$ cat src/rtl/mc_core_pkg.sv
// mc_core_pkg: shared encodings for the mc_core load/store core.
//   - state_t   : FSM state encoding (FETCH, EXE, MEM, ERR)
//   - OP_*      : 4-bit opcode values
//   - MEM_*     : mem_rw direction codes (IDLE/RD/WT)
package mc_core_pkg;

  typedef enum logic [1:0] {
    ST_FETCH = 2'd0,
    ST_EXE   = 2'd1,
    ST_MEM   = 2'd2,
    ST_ERR   = 2'd3
  } state_t;

  localparam logic [3:0] OP_NOP  = 4'd0;
  localparam logic [3:0] OP_SET  = 4'd1;
  localparam logic [3:0] OP_GET  = 4'd2;
  localparam logic [3:0] OP_LD   = 4'd3;
  localparam logic [3:0] OP_ST   = 4'd4;
  localparam logic [3:0] OP_ADD  = 4'd5;
  localparam logic [3:0] OP_SUB  = 4'd6;
  localparam logic [3:0] OP_MOV  = 4'd7;
  localparam logic [3:0] OP_JMP  = 4'd8;
  localparam logic [3:0] OP_BEQZ = 4'd9;

  localparam logic [1:0] MEM_IDLE = 2'd0;
  localparam logic [1:0] MEM_RD   = 2'd1;
  localparam logic [1:0] MEM_WT   = 2'd2;

endpackage

$ cat src/rtl/mc_core_regfile.sv
// mc_core_regfile: REG_N x DATA_W register file.
// Ports:
//   clk, reset        - clock, synchronous active-high clear of all entries
//   we, waddr, wdata  - synchronous write port
//   a_addr -> a_data  - combinational read port (rd operand)
//   b_addr -> b_data  - combinational read port (rs operand)
module mc_core_regfile #(
  parameter int DATA_W = 8,
  parameter int REG_N  = 4,
  parameter int RIDX_W = $clog2(REG_N)
) (
  input  logic              clk,
  input  logic              reset,
  input  logic              we,
  input  logic [RIDX_W-1:0] waddr,
  input  logic [DATA_W-1:0] wdata,
  input  logic [RIDX_W-1:0] a_addr,
  output logic [DATA_W-1:0] a_data,
  input  logic [RIDX_W-1:0] b_addr,
  output logic [DATA_W-1:0] b_data
);

  logic [DATA_W-1:0] regs [REG_N];

  always_ff @(posedge clk) begin
    if (reset) begin
      for (int i = 0; i < REG_N; i++) regs[i] <= '0;
    end else if (we) begin
      regs[waddr] <= wdata;
    end
  end

  assign a_data = regs[a_addr];
  assign b_data = regs[b_addr];

endmodule

$ cat src/rtl/mc_core.sv
// mc_core: parametrised multi-cycle load/store core (FETCH/EXE/MEM/ERR).
// Ports:
//   clk, reset           - clock, synchronous active-high reset
//   instruction          - word at pc, latched into ir during FETCH
//   pc                   - current instruction address
//   data_out, data_valid - GET result and its one-cycle strobe
//   err                  - sticky error flag (high while in ERR)
//   mem_rw/addr/wdata    - memory request (IDLE=0, RD=1, WT=2)
//   mem_rd_en, mem_rdata - read completion and data
//   mem_wt_en            - write acceptance
// Optional feature: define MC_CORE_TIMEOUT_EN to bound MEM waits to
// TIMEOUT_CYC cycles; on expiry the core enters ERR.
//
// Memory handshake: mem_rw/mem_addr/mem_wdata are registered on the EXE edge
// and held through MEM; a transfer completes on the first clock edge in MEM
// where the enable matching mem_rw is high. The other enable is ignored, and
// both are ignored outside MEM.
module mc_core
  import mc_core_pkg::*;
#(
  parameter int DATA_W      = 8,
  parameter int ADDR_W      = 8,
  parameter int PC_W        = 8,
  parameter int REG_N       = 4,
  parameter int TIMEOUT_CYC = 16,
  localparam int RIDX_W     = $clog2(REG_N),
  localparam int INS_W      = 4 + 2 * RIDX_W + DATA_W
) (
  input  logic              clk,
  input  logic              reset,
  input  logic [INS_W-1:0]  instruction,
  output logic [PC_W-1:0]   pc,
  output logic [DATA_W-1:0] data_out,
  output logic              data_valid,
  output logic              err,
  output logic [1:0]        mem_rw,
  output logic [ADDR_W-1:0] mem_addr,
  output logic [DATA_W-1:0] mem_wdata,
  input  logic              mem_rd_en,
  input  logic              mem_wt_en,
  input  logic [DATA_W-1:0] mem_rdata
);

  if (ADDR_W > DATA_W || PC_W > DATA_W || REG_N < 2 || TIMEOUT_CYC < 1) begin : g_bad_params
    $error("mc_core: illegal parameter combination");
  end

  state_t            state, state_next;
  logic [INS_W-1:0]  ir;
  logic [PC_W-1:0]   pc_next, pc_inc;
  logic [DATA_W-1:0] rd_data, rs_data, wdata;
  logic [ADDR_W-1:0] ls_addr;
  logic              we, get_fire, mem_start, mem_match;

  // Instruction fields, MSB to LSB: op, rd, rs, imm.
  logic [3:0]        op;
  logic [RIDX_W-1:0] rd, rs;
  logic [DATA_W-1:0] imm;
  assign op  = ir[INS_W-1 -: 4];
  assign rd  = ir[INS_W-5 -: RIDX_W];
  assign rs  = ir[DATA_W+RIDX_W-1 -: RIDX_W];
  assign imm = ir[DATA_W-1:0];

  assign pc_inc    = pc + 1'b1;
  assign ls_addr   = imm[ADDR_W-1:0] + rs_data[ADDR_W-1:0];
  // ir still holds the LD/ST during MEM, so op selects the relevant enable.
  assign mem_match = (op == OP_LD) ? mem_rd_en : mem_wt_en;
  assign err       = (state == ST_ERR);

  mc_core_regfile #(.DATA_W(DATA_W), .REG_N(REG_N), .RIDX_W(RIDX_W)) u_regfile (
    .clk    (clk),
    .reset  (reset),
    .we     (we),
    .waddr  (rd),
    .wdata  (wdata),
    .a_addr (rd),
    .a_data (rd_data),
    .b_addr (rs),
    .b_data (rs_data)
  );

`ifdef MC_CORE_TIMEOUT_EN
  localparam int TO_W = $clog2(TIMEOUT_CYC + 1);
  logic [TO_W-1:0] to_cnt;

  // Held at zero outside MEM, so it is clear on every MEM entry.
  always_ff @(posedge clk) begin
    if (reset || state != ST_MEM) to_cnt <= '0;
    else                          to_cnt <= to_cnt + 1'b1;
  end
`endif

  always_ff @(posedge clk) begin
    if (reset) state <= ST_FETCH;
    else       state <= state_next;
  end

  always_comb begin
    state_next = state;
    pc_next    = pc;
    we         = 1'b0;
    wdata      = '0;
    get_fire   = 1'b0;
    mem_start  = 1'b0;
    case (state)
      ST_FETCH: state_next = ST_EXE;
      ST_EXE: begin
        state_next = ST_FETCH;
        pc_next    = pc_inc;
        case (op)
          OP_NOP: ;
          OP_SET: begin we = 1'b1; wdata = imm; end
          OP_GET: get_fire = 1'b1;
          OP_LD, OP_ST: begin
            state_next = ST_MEM;
            pc_next    = pc;
            mem_start  = 1'b1;
          end
          OP_ADD: begin we = 1'b1; wdata = rd_data + rs_data; end
          OP_SUB: begin we = 1'b1; wdata = rd_data - rs_data; end
          OP_MOV: begin we = 1'b1; wdata = rs_data; end
          OP_JMP: pc_next = imm[PC_W-1:0];
          OP_BEQZ: if (rd_data == '0) pc_next = imm[PC_W-1:0];
          default: begin
            state_next = ST_ERR;
            pc_next    = pc;
          end
        endcase
      end
      ST_MEM: begin
        if (mem_match) begin
          state_next = ST_FETCH;
          pc_next    = pc_inc;
          if (op == OP_LD) begin
            we    = 1'b1;
            wdata = mem_rdata;
          end
        end
`ifdef MC_CORE_TIMEOUT_EN
        // A matching enable on the last allowed cycle wins over the timeout.
        else if (to_cnt == TO_W'(TIMEOUT_CYC - 1)) begin
          state_next = ST_ERR;
        end
`endif
      end
      ST_ERR: state_next = ST_ERR;
      default: state_next = ST_ERR;
    endcase
  end

  always_ff @(posedge clk) begin
    if (reset) begin
      ir         <= '0;
      pc         <= '0;
      data_out   <= '0;
      data_valid <= 1'b0;
      mem_rw     <= MEM_IDLE;
      mem_addr   <= '0;
      mem_wdata  <= '0;
    end else begin
      pc         <= pc_next;
      data_valid <= get_fire;
      if (get_fire) data_out <= rd_data;
      if (state == ST_FETCH) ir <= instruction;
      if (mem_start) begin
        mem_addr <= ls_addr;
        if (op == OP_ST) mem_wdata <= rd_data;
      end
      // Direction is driven for exactly the cycles spent in MEM.
      if (state_next == ST_MEM) mem_rw <= (op == OP_LD) ? MEM_RD : MEM_WT;
      else                      mem_rw <= MEM_IDLE;
    end
  end

endmodule

$ cat config.mk
export PLATFORM = sky130hd
export DESIGN_NAME = mc_core
export DESIGN_NICKNAME = d
export VERILOG_FILES = /design/src/rtl/mc_core_pkg.sv /design/src/rtl/mc_core_regfile.sv /design/src/rtl/mc_core.sv
export SDC_FILE = /design/constraint.sdc
export NUM_CORES = 1
export LEC_CHECK = 0
export ABC_AREA = 1
export CORE_ASPECT_RATIO = 2
export CORE_MARGIN = 3
export CORE_UTILIZATION = 60
export CTS_CLUSTER_DIAMETER = 40
export DETAILED_ROUTE_END_ITERATION = 16
export GPL_TIMING_DRIVEN = 0
export PLACE_DENSITY = 0.84
export SLEW_MARGIN = 20
export SYNTH_ARGS = -nofsm -noshare
export SYNTH_HDL_FRONTEND = slang
export SYNTH_SLANG_ARGS = --single-unit
$ cat constraint.sdc
create_clock -name clk -period 5.6 [get_ports clk]
set_clock_uncertainty 0.05 [all_clocks]
set_input_delay 0.56 -clock clk [delete_from_list [all_inputs] [get_ports clk]]
set_output_delay 0.56 -clock clk [all_outputs]
set_load 0.01 [all_outputs]
==> flow_summary.toml <==
[die]
fp-row-count = 47
num_io_pins = 64
core_area_sq_mm = 0.00829
dieWidth_um = 71.5
initial_core_util_pct = 62.0
die_area_sq_mm = 0.00979
die_y_um = 137

[final_layout]
final-instance-count-excl-fill = 872
final_layout_size_suffix_gt1_share_pct = 7.75
fin_util_pct = 74.8
mostFrequentLayoutCells = "nand2_1, inv_1, nor2_1, a21oi_1, clkdlybuf4s50_1"
diodes = 0
area_growth_pct = 20.5
num-nets-final = 819
layout_commonest_cell = "nand2_1"

[grt]
antenna_found_initial = 0
overflow = 0
grt_max_degree = 16
first_global_vias = 5037
grt_usage_pct = 31.6
grt_pass1_wl_um = 23600

[route]
vias = 5163
post_drt_via_cell_ratio = 5.92
drtIter0Drc = 318
wirelength_um = 15300
drt_first_pass_iters = 5
drc = 0
wl_per_cell_um = 17.5
ant_nets = 0

[clock_network]
clkSlewWorstSetupHoldPaths_ps = 70
cts_tree = "built"
cts_hold_buf = 0
cts_buffers = 9
clk_latency_ps = 340
cts-resized-gates = 0
cts_sinks = 89
post-cts-setup-buffer-count = 0
clockBufferDepth = 2
root_buffer = "clkbuf_16"
cts.htree.levels = 3

[power]
power-per-cell-area_mw_per_mm2 = 318
cellLeakagePower_nw = 2.70
vdd_drop_max_v = 0.000270

[placed_design]
routabilityCongestion = 1.04
portBuffers = 63
place_hpwl_um = 12100
dp.cells = 856

[outcome]
status = "complete, no violations"

[yosys]
synth_xor_area_share_pct = 2.72
synthMuxAreaShare_pct = 0
seq_area_frac_synth_pct = 40.9
synth_compound_area_share_pct = 16.2
syn_area_sq_mm = 0.00514
syn-num-nets = 744
ys_types = 39
synth-simple-area-share_pct = 25.2
synth_top_family_by_area = "simple AND/OR/NAND/NOR gates"
synth_cells = 694
synthAdderAreaFrac_pct = 5.64
ys_seq_elements = 89
syn_avg_cell_area_sq_um = 7.41
yosys_warnings = 0

[hold_path]
hp-class = "flip-flop to flip-flop"

[critical_path]
worstPathRequired_ps = 5620
cp-end-kind = "flip-flop"
worstPathArrival_ps = 3670
cp_max_fo = 9
crit_path_start_kind = "flip-flop"
crit_type = "flip-flop to flip-flop"

[sta]
finalSetupTns_ps = 0
max_freq_mhz = 274
hold_viol = 0
relSlewSlack_pct = 49.7
min_period_ps = 3660
rsz0062_at_grt = "no"
setup_viol = 0
tightest_slew_ps = 752
period_share_pct = 65.3
drv_slew = 0

[flow_run]
drv_cap = 0
[final timing paths]
kind | slack (ps) | endpoint | cells after the start | from
worst max-delay path | 1940 | u_regfile.regs[3][6] | 18 | flip-flop
worst min-delay path | 400 | mem_wdata[4] | 2 | mem_wdata[4]
worst max register to register | 1940 | u_regfile.regs[3][6] | 18 | flip-flop
worst min register to register | 400 | mem_wdata[4] | 2 | mem_wdata[4]
[worst max-delay path, stage by stage, from the launching register on]
cell	delay (ps)
dfxtp_1	310
buf_2	230
inv_2	130
nand3_1	110
nand2_1	210
ha_1	350
o21ai_0	240
inv_1	90
fa_1	410
inv_1	100
nand3_1	70
nand2_1	110
nand2_1	80
nand2_1	70
a21oi_1	70
nor2_1	80
o21ai_0	100
o21ai_0	390
a21oi_1	170
[state kept, by name, indices dropped and copies added (netlist names), named ones only]
signal          cells
data_out            8
data_valid          1
mem_addr            8
u_regfile.regs     32
mem_wdata           8
state               2
mem_rw              2
ir                 16
pc                  8
[synth_stat cells, drive strengths merged]
cell / instances / area, sq um
a31oi: 3 / 18.8
nor2: 89 / 372
ha: 20 / 250
clkbuf: 10 / 41.3
nand2: 147 / 574
o21ai: 61 / 313
a21oi: 71 / 355
inv: 96 / 360
dfxtp: 57 / 1140
nand3b: 1 / 7.51
o22ai: 5 / 37.5
xnor2: 3 / 26.3
o21a: 1 / 7.51
edfxtp: 32 / 961
or2: 1 / 6.26
a22o: 4 / 35.0
o221ai: 6 / 52.6
a211oi: 1 / 7.51
xor2: 13 / 114
o211ai: 1 / 7.51
fa: 2 / 40.0
nor3: 8 / 67.6
buf: 11 / 77.6
nand3: 43 / 220
nand4: 8 / 50.1
[area by class of cell]
class | instances | area (sq um)
Sequential cell | 89 | 2100
Timing Repair Buffer | 64 | 638
Multi-Input combinational cell | 488 | 2570
Clock inverter | 5 | 35.0
Clock buffer | 11 | 254
Buffer | 21 | 119
Inverter | 96 | 360
Tap cell | 98 | 123
Fill cell | 661 | 2090
[per-stage QoR]
step	hold slack, ps	total power, mW	setup WS (ps)	instance area [sq um]
after detailed placement	394	1.39	2040	5910
after global placement	389	1.37	2150	5900
after floorplan	416	1.19	2660	5140
final	401	1.97	1940	6200
after CTS	404	1.96	2040	6200
after global routing	418	2.06	1740	6200
[metal layers]
metal	vias up	share of wire [%]	GRT usage, %
li1	2443	-	-
met1	2401	32	27.8
met2	233	54	58.6
met3	86	5.1	5.59
met4	0	8.5	27.8
met5	-	0	0
[report_power, final]
group | internal, mW | switching, mW
Sequential | 0.717 | 0.0377
Combinational | 0.234 | 0.407
Clock | 0.329 | 0.250
Total | 1.28 | 0.695
[logic make-up after synthesis]
group                      after synthesis
buffers and inverters                  117
DFF                                     89
and+or+nand+nor                        297
xor gates and xnor gates                16
adders and majority gates               22
AOI/OAI and AO/OA                      153
Note: power is estimated with default switching activity, not from simulation.
